`config.mk`:
```
export PLATFORM = sky130hd
export DESIGN_NAME = reg_file_32x32
export DESIGN_NICKNAME = d
export VERILOG_FILES = /design/src/rtl/reg_file_32x32.sv
export SDC_FILE = /design/constraint.sdc
export NUM_CORES = 2
export LEC_CHECK = 0
export CORE_ASPECT_RATIO = 1.25
export CORE_MARGIN = 1
export CORE_UTILIZATION = 60
export DETAILED_ROUTE_END_ITERATION = 8
export PLACE_DENSITY = 0.82
export SYNTH_ARGS = -nofsm -noshare
export SYNTH_HDL_FRONTEND = slang
export SYNTH_SLANG_ARGS = --single-unit
```
`constraint.sdc`:
```
create_clock -name clk -period 2 [get_ports clk]
set_input_delay 0.4 -clock clk [delete_from_list [all_inputs] [get_ports clk]]
set_output_delay 0.4 -clock clk [all_outputs]
set_load 0.05 [all_outputs]
```
`src/rtl/reg_file_32x32.sv`:
```
// 32-entry register file written through a one-hot select vector.
// Two registered read ports with write-through bypass, and a sticky
// flag that latches any write request whose select is not one-hot.
module reg_file_32x32 #(
    parameter int DATA_WIDTH = 32,
    parameter int ZERO_REG   = 1
) (
    input  logic                  clk,
    input  logic                  rst_n,
    input  logic                  write_enable,
    input  logic [31:0]           write_select,
    input  logic [DATA_WIDTH-1:0] write_data,
    input  logic [4:0]            read_addr_a,
    input  logic [4:0]            read_addr_b,
    output logic [DATA_WIDTH-1:0] read_data_a,
    output logic [DATA_WIDTH-1:0] read_data_b,
    output logic                  onehot_error
);

    localparam bit HARD_ZERO = (ZERO_REG != 0);

    logic [DATA_WIDTH-1:0] regs [32];
    logic [5:0]            select_count;
    logic                  select_onehot;
    logic                  write_valid;
    logic                  bypass_a;
    logic                  bypass_b;
    logic [DATA_WIDTH-1:0] read_next_a;
    logic [DATA_WIDTH-1:0] read_next_b;

    // Population count of the write select; exactly one bit means a legal write.
    always_comb begin
        select_count = '0;
        for (int i = 0; i < 32; i++) begin
            select_count = select_count + {5'd0, write_select[i]};
        end
    end

    assign select_onehot = (select_count == 6'd1);
    assign write_valid   = write_enable && select_onehot;

    // Write-through: a discarded register-0 write must not leak onto a read port.
    always_comb begin
        bypass_a = write_valid && write_select[read_addr_a]
                   && !(HARD_ZERO && (read_addr_a == 5'd0));
        bypass_b = write_valid && write_select[read_addr_b]
                   && !(HARD_ZERO && (read_addr_b == 5'd0));
        read_next_a = bypass_a ? write_data : regs[read_addr_a];
        read_next_b = bypass_b ? write_data : regs[read_addr_b];
    end

    // Storage array: per-register load enable; register 0 stays zero when hardwired.
    always_ff @(posedge clk or negedge rst_n) begin
        if (!rst_n) begin
            for (int i = 0; i < 32; i++) begin
                regs[i] <= '0;
            end
        end else begin
            for (int i = 0; i < 32; i++) begin
                if (write_valid && write_select[i] && !(HARD_ZERO && (i == 0))) begin
                    regs[i] <= write_data;
                end
            end
        end
    end

    // Registered read outputs, updated every cycle.
    always_ff @(posedge clk or negedge rst_n) begin
        if (!rst_n) begin
            read_data_a <= '0;
            read_data_b <= '0;
        end else begin
            read_data_a <= read_next_a;
            read_data_b <= read_next_b;
        end
    end

    // Sticky malformed-select flag; only reset clears it.
    always_ff @(posedge clk or negedge rst_n) begin
        if (!rst_n) begin
            onehot_error <= 1'b0;
        end else if (write_enable && !select_onehot) begin
            onehot_error <= 1'b1;
        end
    end

endmodule

```
==> flow_summary.yaml <==
route:
  drtIter0Drc: 5566
  route.detailed.drc: 0
  wirelength_microns: 188000
  drtAntennaViolNets: 0
  vias: 39725
  via_per_inst: 7.47
  routedWlPerCell_microns: 35.4
  firstDrtPassIters: 8
worst_setup_path:
  required_ns: 2.64
  crit_path_end_kind: "register"
  r2r-start: "regs[521]"
  start_kind: "primary input"
  critPathLaunch: "write_select[19]"
  crit_type: "primary input to register"
  cp_max_fo: 18
  crit_arrival_ns: 6.21
global_route:
  grt_max_degree: 87
  grt_use_total_pct: 38.3
  grt_first_pass_wirelength_microns: 268000
  grt_pass1_vias: 40794
  antenna_found_initial: 0
  gr-total-overflow: 0
finish:
  fin_cells: 5320
  finalInstanceArea_sq_um: 67500
  num_antenna_cells: 0
  seq_area_sq_um: 26500
  layout.nets: 4141
  drive_gt1_share_pct: 54.7
  n_fill_cell: 5348
  multiInputGateArea_sq_um: 28500
  area_delta_synth_final_pct: 19.8
pwr:
  power_density_nw_per_um2: 1220
  vdd_ir_drop_max_uv: 721
  p_total_w: 0.0821
  leakage_nw: 31.1
floorplanning:
  die_x_microns: 276
  die_y_microns: 345
  rows: 125
  start_util_pct: 60.6
  num_io_pins: 142
  dieArea_sq_um: 95200
  core_sq_um: 93100
hold_path:
  hold_class: "primary input to async pin"
timing:
  clock_skew_ns: 0.0305
  finalSetupViolCount: 1098
  slew_viol_final: 0
  whs_ns: 0.227
  max-slew-margin-rel_pct: 57.3
  finalWorstSetupSlack_ns: -3.57
  fmaxAchievable_mhz: 180
  finalHoldViolCount: 0
  worst_pin_slew_ns: 0.640
  rsz0062_at_grt: "true"
  fin_crit_sh_pct: 279
  period_needed_ns: 5.57
logic_synthesis:
  syn_inst: 3749
  syn_nets: 3857
  syn_area_sq_um: 56400
  synth.distinct_cells: 38
  yosys_warnings: 32
  synth_seq_cells: 1057
  synth_area_per_cell_sq_um: 15.0
  seq_area_frac_synth_pct: 46.9
placed_design:
  io_buffer_count: 141
  place_area_sq_um: 62800
  dp.cells: 5098
  gp_congestion: 0.921
  dp_hpwl_microns: 114000
clock_network:
  clock_latency_ns: 0.71
  cts_tree: "built"
  cts.clk_slew.worst_paths_ns: 0.07
  cts_root_buf: "clkbuf_16"
  clock_sinks: 1057
  htreeDepth: 3
  cts.path.max_buffers: 3
  cts_made_buffers: 103
status:
  outcome: "finished, violations left"
  failed_checks: "negative setup slack"
flow_run:
  drv_cap: 0
-- final cells by class --
type | instances | share of cell area (%)
Multi-Input combinational cell | 2232 | 42.2
Sequential cell | 1057 | 39.2
Timing Repair Buffer | 580 | 10.7
Clock buffer | 145 | 4.47
Tap cell | 1206 | 2.24
Clock inverter | 41 | 0.858
Inverter | 59 | 0.328
-- power by group --
part	switching, W	internal, W
sequential	0.00423	0.0270
clock	0.00884	0.0120
combinational	0.0142	0.0158
total	0.0273	0.0548
-- cells by family (layout without fill, tap and decap cells) --
family	count (synthesis)	count (layout)	synth area share (%)
buffers and inverters	460	825	3.35
adders and majority gates	31	31	1.01
DFF	1057	1057	46.9
and+or+nand+nor	167	167	1.44
AOI/OAI and AO/OA	332	332	4.06
muxes	1702	1702	43.2
-- synth_stat cells --
master       n  area (sq um)
inv_1       59           221
nor4b_1      1          8.76
mux4_2     480         10800
nor4_1       1          6.26
buf_6        1          11.3
buf_4       20           150
a221o_1     16           160
o21ai_1     30           150
o21ai_0      5          25.0
or2_2       10          62.6
a21oi_1     85           425
nand2b_1    26           163
nor2_1      21          78.8
mux2i_1    175          1750
o221ai_1    32           280
o311ai_0    13           114
nand3_1     46           230
fa_1        24           480
a22o_1      18           158
dfrtp_1   1057         26500
buf_2       63           315
nor2b_1      5          31.3
and2_1       4          25.0
buf_1      112           420
o22ai_1     17           106
a22oi_1     49           368
nand2_1     49           184
a32oi_1      1          8.76
ha_1         7          87.6
o41ai_1      1          8.76
nor3_1       3          15.0
clkbuf_1   205           769
a211oi_1    32           240
a31oi_1     16           100
and2_4       1          8.76
mux2_2    1047         11800
a221oi_1    15           131
o31ai_1      2          15.0
-- worst max-delay path, cell delays in order --
cell	delay, ns
buf_6	0.10
fa_1	0.50
fa_1	0.54
inv_2	0.05
fa_1	0.54
inv_1	0.05
fa_1	0.46
fa_1	0.51
inv_2	0.04
fa_1	0.50
inv_2	0.05
ha_4	0.16
fa_1	0.50
nor4b_2	0.29
nand2_1	0.15
nor3_4	0.25
buf_12	0.18
clkbuf_16	0.21
buf_12	0.11
buf_12	0.15
nand3_1	0.10
o21ai_1	0.17
buf_4	0.19
-- what timing repair did --
action,CTS,global route
setup buffers,9,4
endpoints found under the setup margin,1098,1098
endpoints found under the hold margin,113,0
hold buffers,1,0
pin swaps,13,18
gates resized for setup,83,79
cloned,6,19
-- final timing paths --
path / slack, ns / end / cells after the start
max: -3.57 / read_data_b[6] / 23
max reg2reg: -0.03 / read_data_a[9] / 5
min reg2reg: 0.48 / onehot_error / 1
min in group clk: 0.39 / onehot_error / 3
max in group asynchronous: 0.84 / regs[494] / 4
min: 0.23 / regs[478] / 2
-- sequential cells by signal (all words and copies together), names as in the netlist --
register,cells
read_data_b,32
onehot_error,1
read_data_a,32
regs,992
-- through the flow --
stage / setup WS [ns] / util (%) / setup TNS (ns)
after floorplan: -3.60 / - / -3761.23
after global placement: -4.49 / 67.5 / -4654.00
after detailed placement: -4.55 / 67.5 / -4705.22
after CTS: -3.50 / 71.8 / -3614.84
after global routing: -3.66 / 72.5 / -3784.14
final: -3.57 / 72.5 / -3673.48
-- cell usage in the layout (no fill, tap or decap), drive strengths merged --
cell type	count
a221o	16
nor3	3
o311ai	13
or2	10
mux2i	175
a22oi	49
o31ai	2
clkbuf	169
a22o	18
and2	5
inv	62
buf	463
clkdlybuf4s15	1
nor4	1
dfrtp	1057
o221ai	32
a31oi	16
nand2b	26
o41ai	1
mux4	480
nor2b	5
nor2	21
fa	24
nand2	49
o22ai	17
nor4b	1
o21ai	35
bufinv	11
a21oi	85
a211oi	32
a32oi	1
clkdlybuf4s50	91
a221oi	15
clkinv	20
clkinvlp	7
dlygate4sd3	1
mux2	1047
nand3	46
ha	7
-- per-layer routing --
metal	GRT usage, %	vias up	routed length [microns]
li1	-	15047	-
met1	49.8	20899	66700
met2	58.6	2979	85000
met3	10.4	798	22800
met4	22.5	2	13800
met5	0.148	-	88
Power figures use the tool's default switching activity.
